$ cat src/rtl/uart_tx_pkg.sv
// uart_tx_pkg: shared constants for the parametrised UART transmitter.
//   - FSM state encoding (3-bit constants)
//   - parity-mode encodings
//   - baud-rate table indexed by the 3-bit baud select
//   - baud_div(): rounded clocks-per-bit divider, used at elaboration only
//   - DIV_W: divider counter width, sized for the slowest rate (9600 baud)
package uart_tx_pkg;

    localparam int DIV_W = 13;

    typedef logic [2:0] state_t;
    localparam state_t ST_IDLE   = 3'd0;
    localparam state_t ST_START  = 3'd1;
    localparam state_t ST_DATA   = 3'd2;
    localparam state_t ST_PARITY = 3'd3;
    localparam state_t ST_STOP   = 3'd4;

    localparam logic [1:0] PAR_NONE  = 2'b00;
    localparam logic [1:0] PAR_ODD   = 2'b01;
    localparam logic [1:0] PAR_EVEN  = 2'b10;
    localparam logic [1:0] PAR_NONE3 = 2'b11;

    localparam int unsigned BAUD_RATE [8] = '{
        9600, 19200, 38400, 57600, 115200, 230400, 460800, 921600
    };

    // Round to nearest: add half the divisor before the integer divide.
    function automatic int unsigned baud_div(input int unsigned clk_freq,
                                             input logic [2:0]  sel);
        return (clk_freq + BAUD_RATE[sel] / 2) / BAUD_RATE[sel];
    endfunction

endpackage

$ cat src/rtl/uart_baud_tick.sv
// uart_baud_tick: bit-period timer for the UART transmitter.
// Ports:
//   clk, rst      - clock, synchronous active-high reset
//   idle          - transmitter idle; holds the counter at zero
//   load          - frame accept; latches the divider for baud_set
//   baud_set      - 3-bit baud select
//   bit_end       - one-clock strobe on the last clock of every bit period
module uart_baud_tick
    import uart_tx_pkg::*;
#(
    parameter int unsigned CLK_FREQ = 50_000_000
) (
    input  logic       clk,
    input  logic       rst,
    input  logic       idle,
    input  logic       load,
    input  logic [2:0] baud_set,
    output logic       bit_end
);

    // Divider minus one for every select value, resolved at elaboration so
    // no runtime divider is built.
    localparam logic [DIV_W-1:0] DIV_M1 [8] = '{
        DIV_W'(baud_div(CLK_FREQ, 3'd0) - 1), DIV_W'(baud_div(CLK_FREQ, 3'd1) - 1),
        DIV_W'(baud_div(CLK_FREQ, 3'd2) - 1), DIV_W'(baud_div(CLK_FREQ, 3'd3) - 1),
        DIV_W'(baud_div(CLK_FREQ, 3'd4) - 1), DIV_W'(baud_div(CLK_FREQ, 3'd5) - 1),
        DIV_W'(baud_div(CLK_FREQ, 3'd6) - 1), DIV_W'(baud_div(CLK_FREQ, 3'd7) - 1)
    };

    logic [DIV_W-1:0] div_m1;
    logic [DIV_W-1:0] cnt;

    assign bit_end = !idle && (cnt == div_m1);

    always_ff @(posedge clk) begin
        if (rst) begin
            div_m1 <= '0;
            cnt    <= '0;
        end else begin
            if (load)
                div_m1 <= DIV_M1[baud_set];
            // The accept edge sees idle=1, so the first bit starts at cnt=0.
            if (idle || bit_end)
                cnt <= '0;
            else
                cnt <= cnt + 1'b1;
        end
    end

endmodule

$ cat src/rtl/uart_tx_param.sv
// uart_tx_param: parametrised UART transmitter (DATA_W 5..9, optional
// parity, 1 or 2 stop bits, 8-entry baud table).
// Build option: define UART_TX_PARITY_EN to include the parity bit; without
// it parity_mode is ignored and frames never carry parity.
// Ports:
//   clk, rst     - clock, synchronous active-high reset
//   data_in      - payload, sent LSB first
//   send_en      - start request, honoured only when idle
//   baud_set     - baud select, latched at accept
//   parity_mode  - 00/11 none, 01 odd, 10 even, latched at accept
//   stop2        - 1 = two stop bits, latched at accept
//   rs232_tx     - registered serial line, idles high
//   tx_done      - one-clock pulse in the last clock of the frame
//   uart_state   - busy while a frame is in flight
module uart_tx_param
    import uart_tx_pkg::*;
#(
    parameter int unsigned CLK_FREQ = 50_000_000,
    parameter int          DATA_W   = 8
) (
    input  logic              clk,
    input  logic              rst,
    input  logic [DATA_W-1:0] data_in,
    input  logic              send_en,
    input  logic [2:0]        baud_set,
    input  logic [1:0]        parity_mode,
    input  logic              stop2,
    output logic              rs232_tx,
    output logic              tx_done,
    output logic              uart_state
);

    state_t            state;
    logic [DATA_W-1:0] shreg;
    logic [3:0]        bit_cnt;
    logic              stop2_q;
    logic              tx_q;
    logic              bit_end;
    logic              accept;
    logic              last_data;
    logic              last_stop;
    logic              has_par;
    logic              par_bit;

    assign accept     = (state == ST_IDLE) && send_en;
    assign last_data  = (bit_cnt == 4'(DATA_W - 1));
    assign last_stop  = (bit_cnt[0] == stop2_q);
    assign rs232_tx   = tx_q;
    assign uart_state = (state != ST_IDLE);
    // Combinational so the pulse lands one clock before the return to idle.
    assign tx_done    = bit_end && (state == ST_STOP) && last_stop && !rst;

    uart_baud_tick #(.CLK_FREQ(CLK_FREQ)) u_tick (
        .clk      (clk),
        .rst      (rst),
        .idle     (state == ST_IDLE),
        .load     (accept),
        .baud_set (baud_set),
        .bit_end  (bit_end)
    );

`ifdef UART_TX_PARITY_EN
    logic [1:0] par_mode_q;
    logic       par_acc;

    assign has_par = (par_mode_q == PAR_ODD) || (par_mode_q == PAR_EVEN);
    // tx_q still holds the last data bit when the parity bit is chosen, so
    // fold it in here rather than waiting for the accumulator to update.
    assign par_bit = par_acc ^ tx_q ^ (par_mode_q == PAR_ODD);

    always_ff @(posedge clk) begin
        if (rst) begin
            par_mode_q <= PAR_NONE;
            par_acc    <= 1'b0;
        end else if (accept) begin
            par_mode_q <= parity_mode;
            par_acc    <= 1'b0;
        end else if (bit_end && state == ST_DATA) begin
            par_acc <= par_acc ^ tx_q;
        end
    end
`else
    logic unused_parity;

    assign has_par       = 1'b0;
    assign par_bit       = 1'b0;
    assign unused_parity = ^parity_mode;
`endif

    always_ff @(posedge clk) begin
        if (rst) begin
            state   <= ST_IDLE;
            shreg   <= '0;
            bit_cnt <= '0;
            stop2_q <= 1'b0;
            tx_q    <= 1'b1;
        end else begin
            case (state)
                ST_IDLE: begin
                    if (send_en) begin
                        shreg   <= data_in;
                        stop2_q <= stop2;
                        bit_cnt <= '0;
                        tx_q    <= 1'b0;
                        state   <= ST_START;
                    end
                end
                ST_START: begin
                    if (bit_end) begin
                        tx_q  <= shreg[0];
                        shreg <= shreg >> 1;
                        state <= ST_DATA;
                    end
                end
                ST_DATA: begin
                    if (bit_end) begin
                        if (last_data) begin
                            bit_cnt <= '0;
                            if (has_par) begin
                                tx_q  <= par_bit;
                                state <= ST_PARITY;
                            end else begin
                                tx_q  <= 1'b1;
                                state <= ST_STOP;
                            end
                        end else begin
                            tx_q    <= shreg[0];
                            shreg   <= shreg >> 1;
                            bit_cnt <= bit_cnt + 1'b1;
                        end
                    end
                end
`ifdef UART_TX_PARITY_EN
                ST_PARITY: begin
                    if (bit_end) begin
                        tx_q  <= 1'b1;
                        state <= ST_STOP;
                    end
                end
`endif
                ST_STOP: begin
                    if (bit_end) begin
                        if (last_stop)
                            state <= ST_IDLE;
                        else
                            bit_cnt <= bit_cnt + 1'b1;
                    end
                end
                default: begin
                    tx_q  <= 1'b1;
                    state <= ST_IDLE;
                end
            endcase
        end
    end

endmodule

$ cat config.mk
export PLATFORM = sky130hd
export DESIGN_NAME = uart_tx_param
export DESIGN_NICKNAME = d
export VERILOG_FILES = /design/src/rtl/uart_tx_pkg.sv /design/src/rtl/uart_baud_tick.sv /design/src/rtl/uart_tx_param.sv
export SDC_FILE = /design/constraint.sdc
export NUM_CORES = 1
export LEC_CHECK = 0
export CORE_UTILIZATION = 57
export DETAILED_ROUTE_END_ITERATION = 8
export DONT_BUFFER_PORTS = 1
export PLACE_DENSITY_LB_ADDON = 0.08
export SYNTH_ARGS = -nofsm -noshare
export SYNTH_HDL_FRONTEND = slang
export SYNTH_SLANG_ARGS = --single-unit
$ cat constraint.sdc
create_clock -name clk -period 1.6 [get_ports clk]
set_input_delay 0.32 -clock clk [delete_from_list [all_inputs] [get_ports clk]]
set_output_delay 0.32 -clock clk [all_outputs]
set_load 0.05 [all_outputs]
; ---- Word level (Yosys, flattened, before mapping)
; Memories as Yosys holds them, arrays and structs flattened. A register that Yosys moved wholly into a read port is not among the register bits.
; Index checks and enable logic that the tools add are counted.
[word_totals]
output_inout_bits = 3
register_bits = 30
word_cells = 66
romBits = 104
inputBits = 17
n_memories = 1
[mem_list]
columns = memory, words, word_bits, rd, rd_clocked_by_memory_dff, wr, line_no
row1 = (name not given), 8, 13, 1, 1, 0, uart_baud_tick.sv:41  ; div_m1 <= DIV_M1[baud_set];
[op_classes]
reduce_logical = 18
eq_ne = 14
n_bitwise = 2
mux = 23
addsub = 2
[ops]
columns = operator, count
row1 = 8-bit two-way mux, 4
row2 = 8-bit case mux with 3 select lines, 1
row3 = 4-bit two-way mux, 5
row4 = 3-bit two-way mux, 6
row5 = 2-bit inequality test (second input constant), 8
row6 = 13-bit by 1-bit adder with 13-bit output (second input constant), 1
row7 = 13-bit equality test, 1
row8 = 3-bit case mux with 4 select lines, 1
row9 = 4-bit case mux with 3 select lines, 1
row10 = 5-bit AND reduction, 2
row11 = 3-bit nonzero test, 3
row12 = 6-bit AND reduction, 1
row13 = 1-bit logical AND, 5
row14 = 4-bit by 1-bit adder with 4-bit output (second input constant), 1
row15 = 4-bit by 3-bit equality test with 1-bit output (second input constant), 1
row16 = 1-bit two-way mux, 4
row17 = 3-bit NOT with 4-bit output, 1
row18 = 1-bit case mux with 4 select lines, 1
row19 = 4-bit AND reduction, 1
row20 = 3-bit by 1-bit equality test with 1-bit output (second input constant), 1
row21 = 3-bit by 2-bit equality test with 1-bit output (second input constant), 1
row22 = 3-bit equality test (second input constant), 1
row23 = 3-bit zero test, 1
row24 = 1-bit zero test, 2
row25 = other kinds (5), 5

; ---- Longest topological paths before layout
[depth]
word_depth = 6
depth_mapped = 8
depth_no_buf = 6

; ---- Hierarchy
; From an unflattened synthesis, not the netlist that was laid out.
[unflattened]
hier_cells = 255
hier_area_um2 = 2354.8
[by_module_without_submodules]
columns = mod, area_per_inst_um2, n_inst, seq_area_each_um2, cells_per_inst
row1 = uart_baud_tick, 1338.8, 1, 520.5, 142
row2 = uart_tx_param, 1016.0, 1, 340.3, 113

; ---- Worst setup path before layout
; Ideal clock, no wire load.
[synth_path]
path_kind = register to output
start = register u_tick.cnt[0]
end = output port tx_done
path_buffers = 2
slack_ns = -1.051
t_required_ns = 1.280
path_stages_with_launch = 7
t_arrival_ns = 2.331
path_cell_list = dfxtp_1 > xor2_1 > nor4_1 > nand4_1 > buf_2 > buf_2 > nor3_1
[synth_via]
elab_chain_len = 5
[synth_lines]
columns = element, line_no
row1 = from (decl), uart_baud_tick.sv:31  ; logic [DIV_W-1:0] cnt;
row2 = from (signal assigned), uart_baud_tick.sv:46  ; cnt <= cnt + 1'b1;
row3 = 13-bit equality test, uart_baud_tick.sv:33  ; assign bit_end = !idle && (cnt == div_m1);
row4 = 1-bit logical AND, uart_baud_tick.sv:33
row5 = 1-bit logical AND (3 in a row), uart_tx_param.sv:51  ; assign tx_done = bit_end && (state == ST_STOP) && last_stop && !rst;
row6 = to (decl), uart_tx_param.sv:29  ; output logic tx_done,
; No other way between the ends.

; ---- Worst setup path after layout
[layout_path]
start = register u_tick.cnt[2]
end = output port tx_done
; Same word-level chain as after synthesis.

==> results by group <==
GRT
  – Global route overflow: 0
  – Largest net degree at the start of global routing: 36
  – Number of global-route vias before repair: slightly above 2000
  – First-pass GRT wire length: ~9.4 mm
  – Initial antenna violation count: 0
  – Total track usage: 28.0%

Critical path
  – Crit end category: output pin
  – CP startpoint kind: flop
  – Reg2reg start: u_tick.cnt[2]
  – CP Launch Point: u_tick.cnt[2]
  – CP max FO: 2
  – CP arrival: about 1700 ps
  – Critical Path RT: 1280 ps
  – WS Path Type: reg -> out

Routing
  – Initial DRC Count: 96
  – Antenna Violating Nets Remaining: 0
  – Drt first pass iters: 4
  – # DRC: 0
  – WL/cell: approximately 16 um
  – Avg Vias per Cell: about 5.8
  – Via count: roughly 2200
  – Routed wire length: between 6 and 7 mm

Min path
  – HP Start: rst
  – Worst min path class: in -> reg

Die
  – Core ar.: ~4000 sq um
  – Ports: 20
  – Die ar.: about 4400 sq um
  – Starting density of the core: 59.6%
  – Site Rows: 23
  – Die width: ~67 um
  – Die Ht: 66.7 um

Synthesis
  – Synthesized instance count: ~290
  – Cell area after synthesis: between 2000 and 2500 sq um
  – Warnings from Yosys: 0
  – Register area share after synthesis: between 30 and 40%
  – Post-synth EDFFs: 0
  – Main flop type after synthesis: dfxtp_1
  – Syn nets: slightly above 300
  – Syn_area_per_cell: just over 8 sq um
  – Synth async-reset ratio: 0%
  – Yosys reg bits: 43
  – Count of different cell masters after synthesis: 51

CTS
  – Hold Buf Count CTS: 0
  – Clk_lat worst skew: about 300 ps
  – Cell at the root of the clock tree: clkbuf_8
  – Reg clk slew, reported paths: 80 ps
  – Clock buffer count from CTS: 5
  – H-Tree Depth: 2
  – Worst-case clock buffer depth: 2
  – CTS tree: built
  – Sink Count: 43

Finish
  – Ant. Diodes: 0
  – Layout cells sized above 1: around 35%
  – Area Growth Syn to Fin: 33.9%
  – Final Net Count: roughly 350
  – Fillers: ~270
  – Most common cell after layout, fill and taps aside: buf_4
  – Util after Layout: around 80%
  – Commonest non-fill, non-tap cells in the layout: buf_4, dfxtp_1, xor2_1, a21oi_1

STA
  – Worst-Margin Slew: roughly 510 ps
  – Final worst slack: -425 ps
  – Hold Fails Final Rpt: 0
  – Fin crit period: just over 2000 ps
  – Tcrit/Tclk final: 127%
  – Slew Limit Fails: 0
  – Final worst clock skew: approximately 5.6 ps
  – Slew headroom: about two thirds
  – Fmax: between 400 and 500 MHz
  – Setup violators final: 28
  – RSZ-0062 raised after global routing: yes

Placement
  – Gpl congestion: roughly 0.78
  – Port-buffer cells: 0
  – Dpl ws: -232 ps
  – DP HPWL: around 3.6 mm

Status
  – Status: finished, violations left
  – Failing checks: setup timing

Pwr
  – Static leakage: between 1 and 1.5 nW
  – Pwr per Cell Area: 1020 nW/um^2
  – Worst vdd ir: 0.000715 V

Job
  – Max-cap violation count: 0
-- flip-flops by register name, summed over array words and instances (netlist names) --
| signal | flops |
|---|---|
| shreg | 8 |
| rs232_tx | 1 |
| state | 3 |
| stop2_q | 1 |
| u_tick.cnt | 13 |
| u_tick.div_m1 | 13 |
| bit_cnt | 4 |
-- layout make-up --
type,count,area [sq um],share of cell area [%]
Sequential cell,43,880,27.6
Timing Repair Buffer,53,513,16.1
Multi-Input combinational cell,218,1570,49.3
Clock inverter,2,60.1,1.88
Clock buffer,6,72.6,2.27
Tap cell,50,62.6,1.96
Inverter,8,30.0,0.941
-- layer usage --
metal / GRT usage, % / share of wire [%] / vias to the layer above
met3: 5.65 / 4.5 / 9
met1: 35.5 / 45 / 1069
met4: 8.51 / 1.6 / 0
met5: 0 / 0 / -
met2: 47.1 / 49 / 47
li1: - / - / 1097
-- metrics by stage --
stage / hold slack [ps] / instance area [sq um] / power (mW) / std cells / TNS [ps]
finish: 83.7 / 3190 / 3.24 / 380 / -7670
global route: 71.7 / 3190 / 3.37 / 380 / -11450
CTS: 81.1 / 3110 / 3.18 / 378 / -6940
detailed placement: 396 / 2730 / 1.99 / 361 / -3970
global placement: 393 / 2730 / 1.97 / 361 / -3310
floorplan: 444 / 2410 / 1.76 / 287 / -333
-- what timing repair did --
action / 4_1_cts / 5_1_grt
setup endpoints to repair: 29 / 36
gates resized for setup: 46 / 20
gates cloned: 1 / 0
setup buffers: 8 / 3
pin swaps: 11 / 8
-- cell families (layout without fill, tap and decap cells) --
kind of cell / Yosys count / in the layout / synth area share (%)
adder cells (fa/ha/maj): 6 / 6 / 3.15
flip-flops: 43 / 43 / 36.1
multiplexers: 9 / 9 / 4.46
XOR/XNOR: 27 / 27 / 9.92
AND/OR/NAND/NOR: 124 / 124 / 27.4
buffers and inverters: 26 / 69 / 4.88
AO/OA/AOI/OAI: 52 / 52 / 14.1
-- synth_stat cells, types with 3 or more instances --
| cell | instances | area share (%) |
|---|---|---|
| nor2b_1 | 3 | 0.79 |
| nand2b_1 | 3 | 0.79 |
| mux2_2 | 5 | 2.4 |
| nor3_1 | 8 | 1.7 |
| o211ai_1 | 9 | 2.8 |
| buf_2 | 9 | 1.9 |
| a21oi_1 | 23 | 4.8 |
| ha_1 | 6 | 3.1 |
| nor4_1 | 3 | 0.79 |
| xnor2_1 | 5 | 1.8 |
| clkbuf_1 | 8 | 1.3 |
| nand3_1 | 22 | 4.6 |
| a211oi_1 | 7 | 2.2 |
| and3_1 | 14 | 3.7 |
| nor2_1 | 30 | 4.7 |
| inv_1 | 8 | 1.3 |
| dfxtp_1 | 43 | 36 |
| nand2_1 | 20 | 3.1 |
| xor2_1 | 22 | 8.1 |
-- worst paths after layout --
kind	endpoint	slack [ps]	cells past startpoint
max	tx_done	-430	6
min	stop2_q	80	1
max reg2reg	rs232_tx	-330	9
min reg2reg	stop2_q	470	2
-- worst max-delay path: stages (launching register included) --
cell and delay, ps:
dfxtp_2 340, xor2_1 140, nor4_2 300, nand4_1 170, buf_6 160, nor3_4 110, buf_6 180
-- power breakdown --
part           internal (mW)  switching, mW
clock network          0.624          0.377
logic                  0.503          0.489
registers               1.15         0.0929
total                   2.28          0.959
No activity file was read; power rests on OpenSTA's default activity.
